--- config.mk ---
export PLATFORM = sky130hd
export DESIGN_NAME = braid_mix_sequencer_flat
export DESIGN_NICKNAME = d
export VERILOG_FILES = /design/src/rtl/braid_mix_sequencer_if.sv /design/src/rtl/braid_mix_sequencer.sv /design/src/flat_wrapper.sv
export SDC_FILE = /design/constraint.sdc
export NUM_CORES = 1
export LEC_CHECK = 0
export CAP_MARGIN = 10
export CORE_MARGIN = 3
export CORE_UTILIZATION = 50
export DETAILED_ROUTE_END_ITERATION = 6
export GPL_TIMING_DRIVEN = 0
export PLACE_DENSITY = 0.89
export SLEW_MARGIN = 10
export SYNTH_ARGS = -nofsm -noshare
export SYNTH_HDL_FRONTEND = slang
export SYNTH_SLANG_ARGS = --single-unit
--- constraint.sdc ---
create_clock -name clk -period 1.81 [get_ports clk]
set_input_delay 0.4525 -clock clk [delete_from_list [all_inputs] [get_ports clk]]
set_output_delay 0.4525 -clock clk [all_outputs]
set_load 0.005 [all_outputs]
--- src/rtl/braid_mix_sequencer_if.sv ---
// Actuation bus between the braid mix sequencer (master) and the valve driver (slave).
// Handshake: a step transfers on any clock edge where act_valid & act_ready are both high;
// the master holds act_valid and the payload stable until that edge, and the slave may
// drive act_ready at any time without looking at act_valid.
interface braid_mix_sequencer_if #(
  parameter int SW = 2,
  parameter int CW = 4,
  parameter int HW = 2
);
  logic          act_valid;
  logic          act_ready;
  logic [SW-1:0] act_stage;
  logic [CW-1:0] act_col;
  logic [HW-1:0] act_src_a;
  logic [HW-1:0] act_src_b;

  modport master (
    output act_valid, act_stage, act_col, act_src_a, act_src_b,
    input  act_ready
  );

  modport slave (
    input  act_valid, act_stage, act_col, act_src_a, act_src_b,
    output act_ready
  );
endinterface

--- src/rtl/braid_mix_sequencer.sv ---
// Run-time sequencer for a braided mixer array: one handshaked actuation per mixer, then
// timed mix and flush phases. Optional step counter enabled by defining BRAID_STEP_COUNT_EN.
module braid_mix_sequencer #(
  parameter int CHANNELS     = 3,
  parameter int STAGES       = 3,
  parameter int COLUMNS      = 16,
  parameter int MIX_CYCLES   = 8,
  parameter int FLUSH_CYCLES = 2
) (
  input  logic       clk,
  input  logic       rst_n,
  input  logic       start,
  input  logic       abort,
  output logic       busy,
  output logic       done,
  output logic       aborted,
  braid_mix_sequencer_if.master act,
  output logic       mix_en,
  output logic       flush_en,
  output logic [2:0] dbg_state
`ifdef BRAID_STEP_COUNT_EN
  ,
  output logic [15:0] step_count
`endif
);
  localparam int SW   = (STAGES   > 2) ? $clog2(STAGES)   : 1;
  localparam int CW   = (COLUMNS  > 2) ? $clog2(COLUMNS)  : 1;
  localparam int HW   = (CHANNELS > 2) ? $clog2(CHANNELS) : 1;
  localparam int TMAX = (MIX_CYCLES > FLUSH_CYCLES) ? MIX_CYCLES : FLUSH_CYCLES;
  localparam int TW   = (TMAX > 2) ? $clog2(TMAX) : 1;

  typedef enum logic [2:0] {
    S_IDLE  = 3'd0,
    S_ISSUE = 3'd1,
    S_MIX   = 3'd2,
    S_FLUSH = 3'd3,
    S_DONE  = 3'd4
  } state_t;

  state_t        state;
  logic [TW-1:0] tmr;
  logic          mix_last;
  logic          flush_last;
  logic          step_end;
  logic          last_col;
  logic          last_step;
  logic [HW-1:0] src_a_inc;
  logic [HW-1:0] src_b_inc;

  assign dbg_state = state;

  always_comb begin
    mix_last   = (state == S_MIX) && (tmr == TW'(MIX_CYCLES - 1));
    flush_last = (state == S_FLUSH) && (tmr == TW'(FLUSH_CYCLES - 1));
    step_end   = (mix_last && (FLUSH_CYCLES == 0)) || flush_last;
    last_col   = (act.act_col == CW'(COLUMNS - 1));
    last_step  = last_col && (act.act_stage == '0);
    // Braid partners walk modulo CHANNELS alongside the column, avoiding a divider.
    src_a_inc  = (act.act_src_a == HW'(CHANNELS - 1)) ? '0 : act.act_src_a + 1'b1;
    src_b_inc  = (act.act_src_b == HW'(CHANNELS - 1)) ? '0 : act.act_src_b + 1'b1;
  end

  always_ff @(posedge clk or negedge rst_n) begin
    if (!rst_n) begin
      state         <= S_IDLE;
      tmr           <= '0;
      busy          <= 1'b0;
      done          <= 1'b0;
      aborted       <= 1'b0;
      mix_en        <= 1'b0;
      flush_en      <= 1'b0;
      act.act_valid <= 1'b0;
      act.act_stage <= '0;
      act.act_col   <= '0;
      act.act_src_a <= '0;
      act.act_src_b <= '0;
`ifdef BRAID_STEP_COUNT_EN
      step_count    <= '0;
`endif
    end else if (abort) begin
      // Abort beats everything, including a transfer on this very edge.
      state         <= S_IDLE;
      tmr           <= '0;
      busy          <= 1'b0;
      done          <= 1'b0;
      aborted       <= 1'b1;
      mix_en        <= 1'b0;
      flush_en      <= 1'b0;
      act.act_valid <= 1'b0;
      act.act_stage <= '0;
      act.act_col   <= '0;
      act.act_src_a <= '0;
      act.act_src_b <= '0;
    end else begin
      done <= 1'b0;
      case (state)
        S_IDLE: begin
          if (start) begin
            state         <= S_ISSUE;
            busy          <= 1'b1;
            aborted       <= 1'b0;
            act.act_valid <= 1'b1;
            act.act_stage <= SW'(STAGES - 1);
            act.act_col   <= '0;
            act.act_src_a <= '0;
            act.act_src_b <= HW'(1);
`ifdef BRAID_STEP_COUNT_EN
            step_count    <= '0;
`endif
          end
        end
        S_ISSUE: begin
          if (act.act_ready) begin
            state         <= S_MIX;
            act.act_valid <= 1'b0;
            mix_en        <= 1'b1;
            tmr           <= '0;
          end
        end
        S_MIX: begin
          if (mix_last) begin
            mix_en <= 1'b0;
            tmr    <= '0;
`ifdef BRAID_STEP_COUNT_EN
            if (step_count != 16'hFFFF) step_count <= step_count + 16'd1;
`endif
            if (FLUSH_CYCLES != 0) begin
              state    <= S_FLUSH;
              flush_en <= 1'b1;
            end
          end else begin
            tmr <= tmr + 1'b1;
          end
        end
        S_FLUSH: begin
          if (flush_last) begin
            flush_en <= 1'b0;
            tmr      <= '0;
          end else begin
            tmr <= tmr + 1'b1;
          end
        end
        S_DONE: begin
          state         <= S_IDLE;
          busy          <= 1'b0;
          act.act_stage <= '0;
          act.act_col   <= '0;
          act.act_src_a <= '0;
          act.act_src_b <= '0;
        end
        default: state <= S_IDLE;
      endcase

      // Column advances first; a column wrap steps down one rank.
      if (step_end) begin
        if (last_step) begin
          state <= S_DONE;
          done  <= 1'b1;
        end else begin
          state         <= S_ISSUE;
          act.act_valid <= 1'b1;
          if (last_col) begin
            act.act_col   <= '0;
            act.act_stage <= act.act_stage - 1'b1;
            act.act_src_a <= '0;
            act.act_src_b <= HW'(1);
          end else begin
            act.act_col   <= act.act_col + 1'b1;
            act.act_src_a <= src_a_inc;
            act.act_src_b <= src_b_inc;
          end
        end
      end
    end
  end
endmodule

--- src/flat_wrapper.sv ---
// flat-port wrapper written by rule: the top's interface ports become plain ports
module braid_mix_sequencer_flat 
#(
  parameter int CHANNELS     = 3,
  parameter int STAGES       = 3,
  parameter int COLUMNS      = 16,
  parameter int MIX_CYCLES   = 8,
  parameter int FLUSH_CYCLES = 2
)
  (clk, rst_n, start, abort, busy, done, aborted, mix_en, flush_en, dbg_state, act_act_valid, act_act_stage, act_act_col, act_act_src_a, act_act_src_b, act_act_ready);
  braid_mix_sequencer_if #(.SW(2), .CW(4), .HW(2)) act_i ();
  input  logic clk;
  input  logic rst_n;
  input  logic start;
  input  logic abort;
  output logic busy;
  output logic done;
  output logic aborted;
  output logic mix_en;
  output logic flush_en;
  output logic [2:0] dbg_state;
  output wire logic [$bits(act_i.act_valid)-1:0] act_act_valid;
  output wire logic [$bits(act_i.act_stage)-1:0] act_act_stage;
  output wire logic [$bits(act_i.act_col)-1:0] act_act_col;
  output wire logic [$bits(act_i.act_src_a)-1:0] act_act_src_a;
  output wire logic [$bits(act_i.act_src_b)-1:0] act_act_src_b;
  input wire logic [$bits(act_i.act_ready)-1:0] act_act_ready;
  assign act_act_valid = act_i.act_valid;
  assign act_act_stage = act_i.act_stage;
  assign act_act_col = act_i.act_col;
  assign act_act_src_a = act_i.act_src_a;
  assign act_act_src_b = act_i.act_src_b;
  assign act_i.act_ready = act_act_ready;
  braid_mix_sequencer #(.CHANNELS(CHANNELS), .STAGES(STAGES), .COLUMNS(COLUMNS), .MIX_CYCLES(MIX_CYCLES), .FLUSH_CYCLES(FLUSH_CYCLES)) u_core (.clk(clk), .rst_n(rst_n), .start(start), .abort(abort), .busy(busy), .done(done), .aborted(aborted), .act(act_i), .mix_en(mix_en), .flush_en(flush_en), .dbg_state(dbg_state));
endmodule
==> results.json, run 1 <==
{
  "crit_path_end_kind": "primary output",
  "worst_slack_ns": 0.03974,
  "fin_crit_ns": 1.770,
  "slew_violations": 0,
  "core_sq_um": 2255,
  "finalHoldViolations": 0,
  "critical_path_required_ns": 1.36,
  "synth_top_area_share_pct": 45.83,
  "die_w_um": 55.02,
  "synth_top_flop_cell": "dfrtp_1",
  "finalCritPeriodShare_pct": 97.80,
  "grt-busiest-layer": "met2",
  "vias_per_cell": 5.910,
  "numCtsBuffers": 3,
  "path_cells": "clkdlybuf4s50_1",
  "grt_pass1_vias": 942,
  "port_buffers": 23,
  "max_stage_delay_ns": 0.54,
  "htree_num_levels": 1,
  "cp.buffers_inverters": 1,
  "avgSynthCellArea_sq_um": 9.765,
  "die_y_um": 55.02,
  "syn2layout_area_growth_pct": 26.56,
  "yosys_warnings": 0,
  "dr.first_iter.drc_count": 40,
  "ys_seq_area_share_pct": 45.83,
  "nets": 161,
  "dp_slack_ns": -0.1902,
  "fillers": 182,
  "critPathLaunchType": "flip-flop",
  "rsz0062_at_grt": "yes",
  "cts_sinks": 22,
  "routed_wirelength_um": 2779,
  "met1_usage_pct": 24.96,
  "grt_util_met2_pct": 32.28,
  "drv_cap": 0,
  "yosysTopAreaCell": "dfrtp_1",
  "crit_family": "buffers and inverters",
  "syn_area_sq_um": 1201,
  "slew_headroom_pct": 33.43,
  "grt_first_pass_wirelength_um": 4291,
  "ir_drop_v": 0.0005242,
  "clk_pin_slew_ns": 0.12,
  "seq_area_sq_um": 554.3,
  "n_antenna_cell": 0,
  "routedWlPerCell_um": 15.61,
  "globalplace.congestion": 0.8657,
  "start_util_pct": 53.27,
  "crit_fanout": 5,
  "syn_nets": 133,
  "cts_tree": "done",
  "synth_edf_count": 0,
  "multi_input_area_sq_um": 600.6,
  "grtUsageMet3_pct": 5.898,
  "post-route-drc-count": 0,
  "synthTopCellsByArea": "dfrtp_1, ha_1, a21oi_1",
  "final_common_cell": "clkdlybuf4s50_1",
  "fin_area_sq_um": 1520,
  "antenna_found_initial": 0,
  "synth_cell_types": 39,
  "hpwlAfterDp_um": 1984,
  "status": "finished, final reports clean",
  "p_leak_nw": 0.6162,
  "p_total_mw": 0.9753,
  "ant_nets": 0,
  "grt_use_total_pct": 19.95,
  "cellPowerDensity_nw_per_um2": 641.5,
  "dpl_cell_area_sq_um": 1466,
  "crit_type": "reg2out",
  "mostFrequentLayoutCells": "clkdlybuf4s50_1, dfrtp_1, nand2_1, a21oi_1",
  "arrival_ns": 1.32,
  "dieArea_sq_um": 3027,
  "grt-ovfl-total": 0,
  "clock.fmax_mhz": 564.9,
  "worst_pin_slew_ns": 0.9955,
  "finalSetupViolations": 0,
  "dr.pass1.iters": 4,
  "tns_ns": 0,
  "hold_class": "reg2reg",
  "cpMaxStageDelayCell": "clkdlybuf4s50_1",
  "fin_skew_ns": 0.001745,
  "synth_seq_cells": 22,
  "rows": 17,
  "ios": 24,
  "cts_root_buf": "clkbuf_4",
  "worstSkewPairLatency_ns": 0.31,
  "drive_gt1_share_pct": 13.33,
  "clock_path_buffers": 2,
  "vias": 1052,
  "grt_max_degree": 23,
  "post_cts_buffers": 0,
  "synth_cells": 123,
  "postSynth.asyncResetShare_pct": 100.0
}
==> where the power goes <==
part           switching, mW  total (mW)  internal [mW]
logic                 0.0901       0.174         0.0842
clock network          0.151       0.274          0.123
registers             0.0150       0.527          0.512
==> layout make-up <==
cell class | count | area share, %
Inverter | 4 | 0.9877
Tap cell | 28 | 2.305
Sequential cell | 22 | 36.46
Multi-Input combinational cell | 91 | 39.51
Buffer | 6 | 3.210
Timing Repair Buffer | 23 | 15.14
Clock buffer | 4 | 2.387
==> metrics by stage <==
step | instances | util (%) | hold slack (ns)
finish | 178 | 67.43 | 0.5307
floorplan | 123 | - | 0.1569
detailed placement | 174 | 65.04 | 0.5080
global route | 178 | 67.43 | 0.5579
global placement | 174 | 65.04 | 0.4892
CTS | 178 | 66.76 | 0.5346
==> repair_timing <==
action	4_1_cts	5_1_grt
gates resized for setup	1	5
hold buffers	0	0
setup endpoints to repair	1	4
==> metal layers <==
layer	vias up	wire [um]
met2	44	1371
met3	5	212
met4	0	30
met5	-	0
li1	506	-
met1	497	1164
==> sequential cells by signal, indices dropped and copies added (netlist names) <==
name / flops
u_core.aborted: 1
u_core.act.act_col: 4
u_core.act.act_src_a: 2
u_core.act.act_src_b: 2
u_core.act.act_stage: 2
u_core.act.act_valid: 1
u_core.busy: 1
u_core.dbg_state: 3
u_core.done: 1
u_core.flush_en: 1
u_core.mix_en: 1
u_core.tmr: 3
==> worst paths after layout <==
kind | depth (start not counted) | slack [ns] | startpoint | endpoint
hold reg to reg | 1 | 0.53 | u_core.act.act_src_a[1] | u_core.act.act_src_a[1]
hold / removal | 1 | 0.53 | u_core.act.act_src_a[1] | u_core.act.act_src_a[1]
setup / recovery | 1 | 0.04 | u_core.act.act_col[1] | act_act_col[1]
max in group asynchronous | 1 | 0.47 | rst_n | u_core.act.act_col[3]
setup reg to reg | 5 | 0.13 | u_core.act.act_col[1] | u_core.act.act_stage[1]
min in group asynchronous | 1 | 0.68 | rst_n | u_core.done
==> cell usage after synthesis, types with 2 or more instances <==
library cell,count
dfrtp_1,22
a21oi_1,12
nand2_1,12
nor2_1,9
o21ai_0,9
ha_1,5
nand3_1,5
nor3_1,5
inv_1,4
nand4b_1,4
buf_6,3
nand2b_1,3
a31oi_1,2
clkbuf_1,2
o211ai_1,2
==> kinds of logic after synthesis <==
group	count (synthesis)	synth area share, %
simple gates	50	25.00
compound gates	35	17.71
flops	22	45.83
buf+inv	10	5.312
fa+ha+maj	5	5.208
mux	1	0.9374
Note: power is estimated with default switching activity, not from simulation.
==> inputs of run 2 (changes only) <==
--- a/config.mk
+++ b/config.mk
@@ -6,10 +6,12 @@
 export NUM_CORES = 1
 export LEC_CHECK = 0
 export CAP_MARGIN = 10
+export CORE_ASPECT_RATIO = 1.2
 export CORE_MARGIN = 3
 export CORE_UTILIZATION = 50
 export DETAILED_ROUTE_END_ITERATION = 6
 export GPL_TIMING_DRIVEN = 0
+export HOLD_SLACK_MARGIN = 0.06
 export PLACE_DENSITY = 0.89
 export SLEW_MARGIN = 10
 export SYNTH_ARGS = -nofsm -noshare
==> results.json, run 2 (synthesis results as in run 1) <==
{
  "cts_root_buf": "clkbuf_4",
  "p_leak_nw": 0.6161,
  "htree_num_levels": 1,
  "crit_family": "buffers and inverters",
  "ir_drop_v": 0.0005036,
  "slew_violations": 0,
  "clock.fmax_mhz": 582.6,
  "ios": 24,
  "grt_max_degree": 23,
  "syn2layout_area_growth_pct": 25.94,
  "finalCritPeriodShare_pct": 94.84,
  "ant_nets": 0,
  "tns_ns": 0,
  "dp_cells": 176,
  "drv_cap": 0,
  "worst_pin_slew_ns": 0.9744,
  "die_y_um": 59.69,
  "holdCritStartpoint": "u_core.act.act_src_b[1]",
  "grt_pass1_vias": 1054,
  "hold_class": "reg2reg",
  "arrival_ns": 1.26,
  "critPathLaunchType": "flip-flop",
  "slew_headroom_pct": 34.84,
  "post-route-drc-count": 0,
  "antenna_found_initial": 0,
  "crit_path_end_kind": "primary output",
  "start_util_pct": 55.56,
  "hpwlAfterDp_um": 2078,
  "post_cts_buffers": 0,
  "rsz0062_at_grt": "no",
  "finalSetupViolations": 0,
  "finalHoldViolations": 0,
  "dieArea_sq_um": 3029,
  "cts_tree": "done",
  "path_cells": "clkdlybuf4s50_1",
  "r2r_start": "u_core.act.act_col[1]",
  "fin_area_sq_um": 1513,
  "dpl_cell_area_sq_um": 1469,
  "grt_use_total_pct": 20.29,
  "core_sq_um": 2162,
  "crit_type": "reg2out",
  "dr.pass1.iters": 4,
  "final_common_cell": "clkdlybuf4s50_1",
  "crit_fanout": 7,
  "largest_reg_flops": 4,
  "cpMaxStageDelayCell": "clkdlybuf4s50_1",
  "n_antenna_cell": 0,
  "cts_sinks": 22,
  "nets": 161,
  "globalplace.congestion": 0.8599,
  "layoutNonFillerInstCount": 180,
  "worst_slack_ns": 0.09344,
  "dr.first_iter.drc_count": 18,
  "die_w_um": 50.74,
  "regMostFlops": "u_core.act.act_col",
  "cp.buffers_inverters": 1,
  "fin_skew_ns": 0.009458,
  "dp_slack_ns": -0.09554,
  "clk_pin_slew_ns": 0.13,
  "vias": 1080,
  "critical_path_required_ns": 1.36,
  "whs_ns": 0.5301,
  "routed_wirelength_um": 2802,
  "rows": 18,
  "port_buffers": 23,
  "drive_gt1_share_pct": 13.33,
  "routedWlPerCell_um": 15.57,
  "worstSkewPairLatency_ns": 0.31,
  "fin_crit_ns": 1.717,
  "clock_path_buffers": 2,
  "numCtsBuffers": 3,
  "fillers": 179,
  "vias_per_cell": 6.000,
  "cellPowerDensity_nw_per_um2": 644.4,
  "grt-ovfl-total": 0,
  "max_stage_delay_ns": 0.51,
  "mostFrequentLayoutCells": "clkdlybuf4s50_1, dfrtp_1, nand2_1, a21oi_1",
  "grt_first_pass_wirelength_um": 4740,
  "status": "finished, final reports clean",
  "cp-startpoint": "u_core.act.act_col[2]"
}
-- run 2: cell counts in the layout (fill, tap and decap cells not counted) --
Identical to the previous run, type by type.
-- run 2: final cells by class --
class	instances	area, sq um	area share [%]
Multi-Input combinational cell	91	590.6	39.04
Sequential cell	22	554.3	36.64
Timing Repair Buffer	23	230.2	15.22
Buffer	6	48.80	3.226
Tap cell	30	37.54	2.481
Clock buffer	4	36.28	2.399
Inverter	4	15.01	0.9926
-- run 2: path summary, 6_finish.rpt --
check                      depth (start not counted)                       to  slack, ns
setup / recovery                                   1           act_act_col[2]       0.09
hold / removal                                     1  u_core.act.act_src_b[1]       0.53
setup reg to reg                                   5  u_core.act.act_stage[1]       0.11
hold reg to reg                                    1  u_core.act.act_src_b[1]       0.53
max in group asynchronous                          1    u_core.act.act_col[3]       0.48
min in group asynchronous                          1    u_core.act.act_col[1]       0.67
-- run 2: what timing repair did --
item                                    4_1_cts  5_1_grt
endpoints found under the setup margin        1        3
hold buffers                                  0        0
resized for setup                             1        4
pin swaps                                     0        0
-- run 2: where the power goes --
| part | leakage, nW | total, mW | switching [mW] | internal (mW) |
|---|---|---|---|---|
| combinational | 0.303 | 0.175 | 0.0909 | 0.0839 |
| sequential | 0.292 | 0.529 | 0.0167 | 0.512 |
| clock | 0.0210 | 0.271 | 0.148 | 0.123 |
-- run 2: metal layers --
| metal | part of all wire (%) | wire length [um] | vias to the layer above | GRT usage, % |
|---|---|---|---|---|
| met3 | 4.5 | 127 | 8 | 2.244 |
| li1 | - | - | 506 | - |
| met1 | 42 | 1171 | 527 | 25.77 |
| met4 | 2.0 | 57 | 0 | 6.154 |
| met5 | 0 | 0 | - | 0 |
| met2 | 52 | 1445 | 39 | 36.38 |
-- run 2: stage by stage --
| step | total power [mW] | util (%) |
|---|---|---|
| 4_1_cts | 0.9785 | 69.68 |
| 3_5_place_dp | 0.7129 | 67.94 |
| 6_report | 0.9748 | 69.97 |
| 2_1_floorplan | 0.6285 | - |
| 3_3_place_gp | 0.7055 | 67.94 |
| 5_1_grt | 1.018 | 69.97 |
-- run 2: worst register-to-register path: cells and delay by family (launching register included) --
kind	cells	cell delay, ns
adders and majority gates	1	0.25
muxes	1	0.37
and+or+nand+nor	3	0.59
DFF	1	0.43
==> inputs of run 3 (changes only) <==
--- a/config.mk
+++ b/config.mk
@@ -6,13 +6,15 @@
 export NUM_CORES = 1
 export LEC_CHECK = 0
 export CAP_MARGIN = 10
+export CELL_PAD_IN_SITES_DETAIL_PLACEMENT = 0
+export CELL_PAD_IN_SITES_GLOBAL_PLACEMENT = 1
 export CORE_ASPECT_RATIO = 1.2
 export CORE_MARGIN = 3
-export CORE_UTILIZATION = 50
+export CORE_UTILIZATION = 38
 export DETAILED_ROUTE_END_ITERATION = 6
 export GPL_TIMING_DRIVEN = 0
 export HOLD_SLACK_MARGIN = 0.06
-export PLACE_DENSITY = 0.89
+export PLACE_DENSITY = 0.88
 export SLEW_MARGIN = 10
 export SYNTH_ARGS = -nofsm -noshare
 export SYNTH_HDL_FRONTEND = slang
==> results.json, run 3 (synthesis results as in run 1) <==
{
  "grt-ovfl-total": 0,
  "finalHoldViolations": 0,
  "mostFrequentLayoutCells": "clkdlybuf4s50_1, dfrtp_1, nand2_1, a21oi_1",
  "drive_gt1_share_pct": 13.25,
  "hold_class": "reg2reg",
  "critical_path_required_ns": 1.36,
  "rows": 21,
  "critPathCapture": "act_act_col[0]",
  "r2r_slack_ns": 0.12,
  "final_common_cell": "clkdlybuf4s50_1",
  "multi_input_area_sq_um": 590.6,
  "crit_path_end_kind": "primary output",
  "r2r_start": "u_core.act.act_col[1]",
  "clk_pin_slew_ns": 0.13,
  "p_leak_nw": 0.6302,
  "cpMaxStageDelayCell": "clkdlybuf4s50_1",
  "die_w_um": 57.33,
  "globalplace.congestion": 0.8155,
  "worstSkewPairLatency_ns": 0.32,
  "dr.pass1.iters": 4,
  "vias": 1031,
  "cts_root_buf": "clkbuf_4",
  "die_y_um": 67.59,
  "drv_cap": 0,
  "worst_pin_slew_ns": 0.9958,
  "cellPowerDensity_nw_per_um2": 703.8,
  "cp-startpoint": "u_core.act.act_col[0]",
  "timing.rr.end": "u_core.act.act_stage[1]",
  "core_sq_um": 2917,
  "holdCritStartpoint": "u_core.tmr[1]",
  "layoutNonFillerInstCount": 185,
  "fin_skew_ns": 0.008037,
  "fin_area_sq_um": 1540,
  "finalCritPeriodShare_pct": 95.66,
  "grt_first_pass_wirelength_um": 4567,
  "cp.buffers_inverters": 1,
  "finalSetupViolations": 0,
  "dieArea_sq_um": 3875,
  "regMostFlops": "u_core.act.act_col",
  "post-route-drc-count": 0,
  "slew_violations": 0,
  "critPathLaunchType": "flip-flop",
  "ir_drop_v": 0.0004346,
  "largest_reg_flops": 4,
  "clock.fmax_mhz": 577.5,
  "numCtsBuffers": 3,
  "grt_pass1_vias": 979,
  "arrival_ns": 1.28,
  "p_total_mw": 1.084,
  "crit_fanout": 5,
  "slew_headroom_pct": 33.40,
  "dp_slack_ns": -0.09527,
  "tns_ns": 0,
  "path_cells": "clkdlybuf4s50_1",
  "rsz0062_at_grt": "no",
  "ios": 24,
  "path_depth": 1,
  "worst_slack_ns": 0.07853,
  "cts_tree": "done",
  "fillers": 280,
  "start_util_pct": 41.18,
  "dp_cells": 180,
  "cts_sinks": 22,
  "dpl_cell_area_sq_um": 1474,
  "seq_area_sq_um": 553.0,
  "n_antenna_cell": 0,
  "routed_wirelength_um": 2701,
  "crit_type": "reg2out",
  "port_buffers": 23,
  "htree_num_levels": 1,
  "clock_path_buffers": 2,
  "crit_family": "buffers and inverters",
  "syn2layout_area_growth_pct": 28.23,
  "status": "finished, final reports clean",
  "grt_use_total_pct": 15.02,
  "vias_per_cell": 5.573,
  "nets": 162,
  "dr.first_iter.drc_count": 13,
  "antenna_found_initial": 0,
  "reg2reg_depth": 5,
  "grt_max_degree": 23,
  "fin_crit_ns": 1.731,
  "routedWlPerCell_um": 14.60,
  "hpwlAfterDp_um": 1983,
  "max_stage_delay_ns": 0.52,
  "ant_nets": 0
}
run 3: what timing repair did:
item | in CTS | in global routing
resized for setup | 0 | 4
endpoints found under the hold margin | 0 | 0
endpoints found under the setup margin | 0 | 3
buffers inserted | 0 | 1
hold buffers | 0 | 0
run 3: stage by stage:
step                      util, %  hold WS [ns]
final                       52.81        0.5252
after global routing        52.81        0.5575
after CTS                   52.34        0.5254
after detailed placement    50.54        0.5016
after global placement      50.54        0.4905
after floorplan                 -        0.1569
run 3: layout make-up:
class                           instances  area share, %
Multi-Input combinational cell         91          38.34
Sequential cell                        22          35.91
Timing Repair Buffer                   24          15.43
Tap cell                               34          2.762
Clock inverter                          1          1.950
Inverter                                4         0.9748
Clock buffer                            3          1.462
Buffer                                  6          3.168
run 3: worst min-delay path by stage:
stage                                    to  slack [ns]  cells past startpoint
floorplan                    u_core.aborted        0.16                      0
global placement              u_core.tmr[1]        0.49                      2
detailed placement            u_core.tmr[1]        0.50                      2
CTS                 u_core.act.act_src_a[1]        0.53                      1
global route        u_core.act.act_src_b[1]        0.56                      1
finish                        u_core.tmr[1]        0.53                      2
run 3: report_power, final:
| group | total (mW) | internal [mW] | switching, mW |
|---|---|---|---|
| combinational | 0.172 | 0.0839 | 0.0883 |
| clock | 0.384 | 0.224 | 0.160 |
| sequential | 0.528 | 0.512 | 0.0156 |
run 3: per-layer routing:
layer	routed length [um]	global-route usage, %	vias to the layer above
li1	-	-	509
met1	1267	18.68	493
met2	1301	26.86	24
met3	92	1.721	5
met4	40	5.217	0
met5	0	0	-
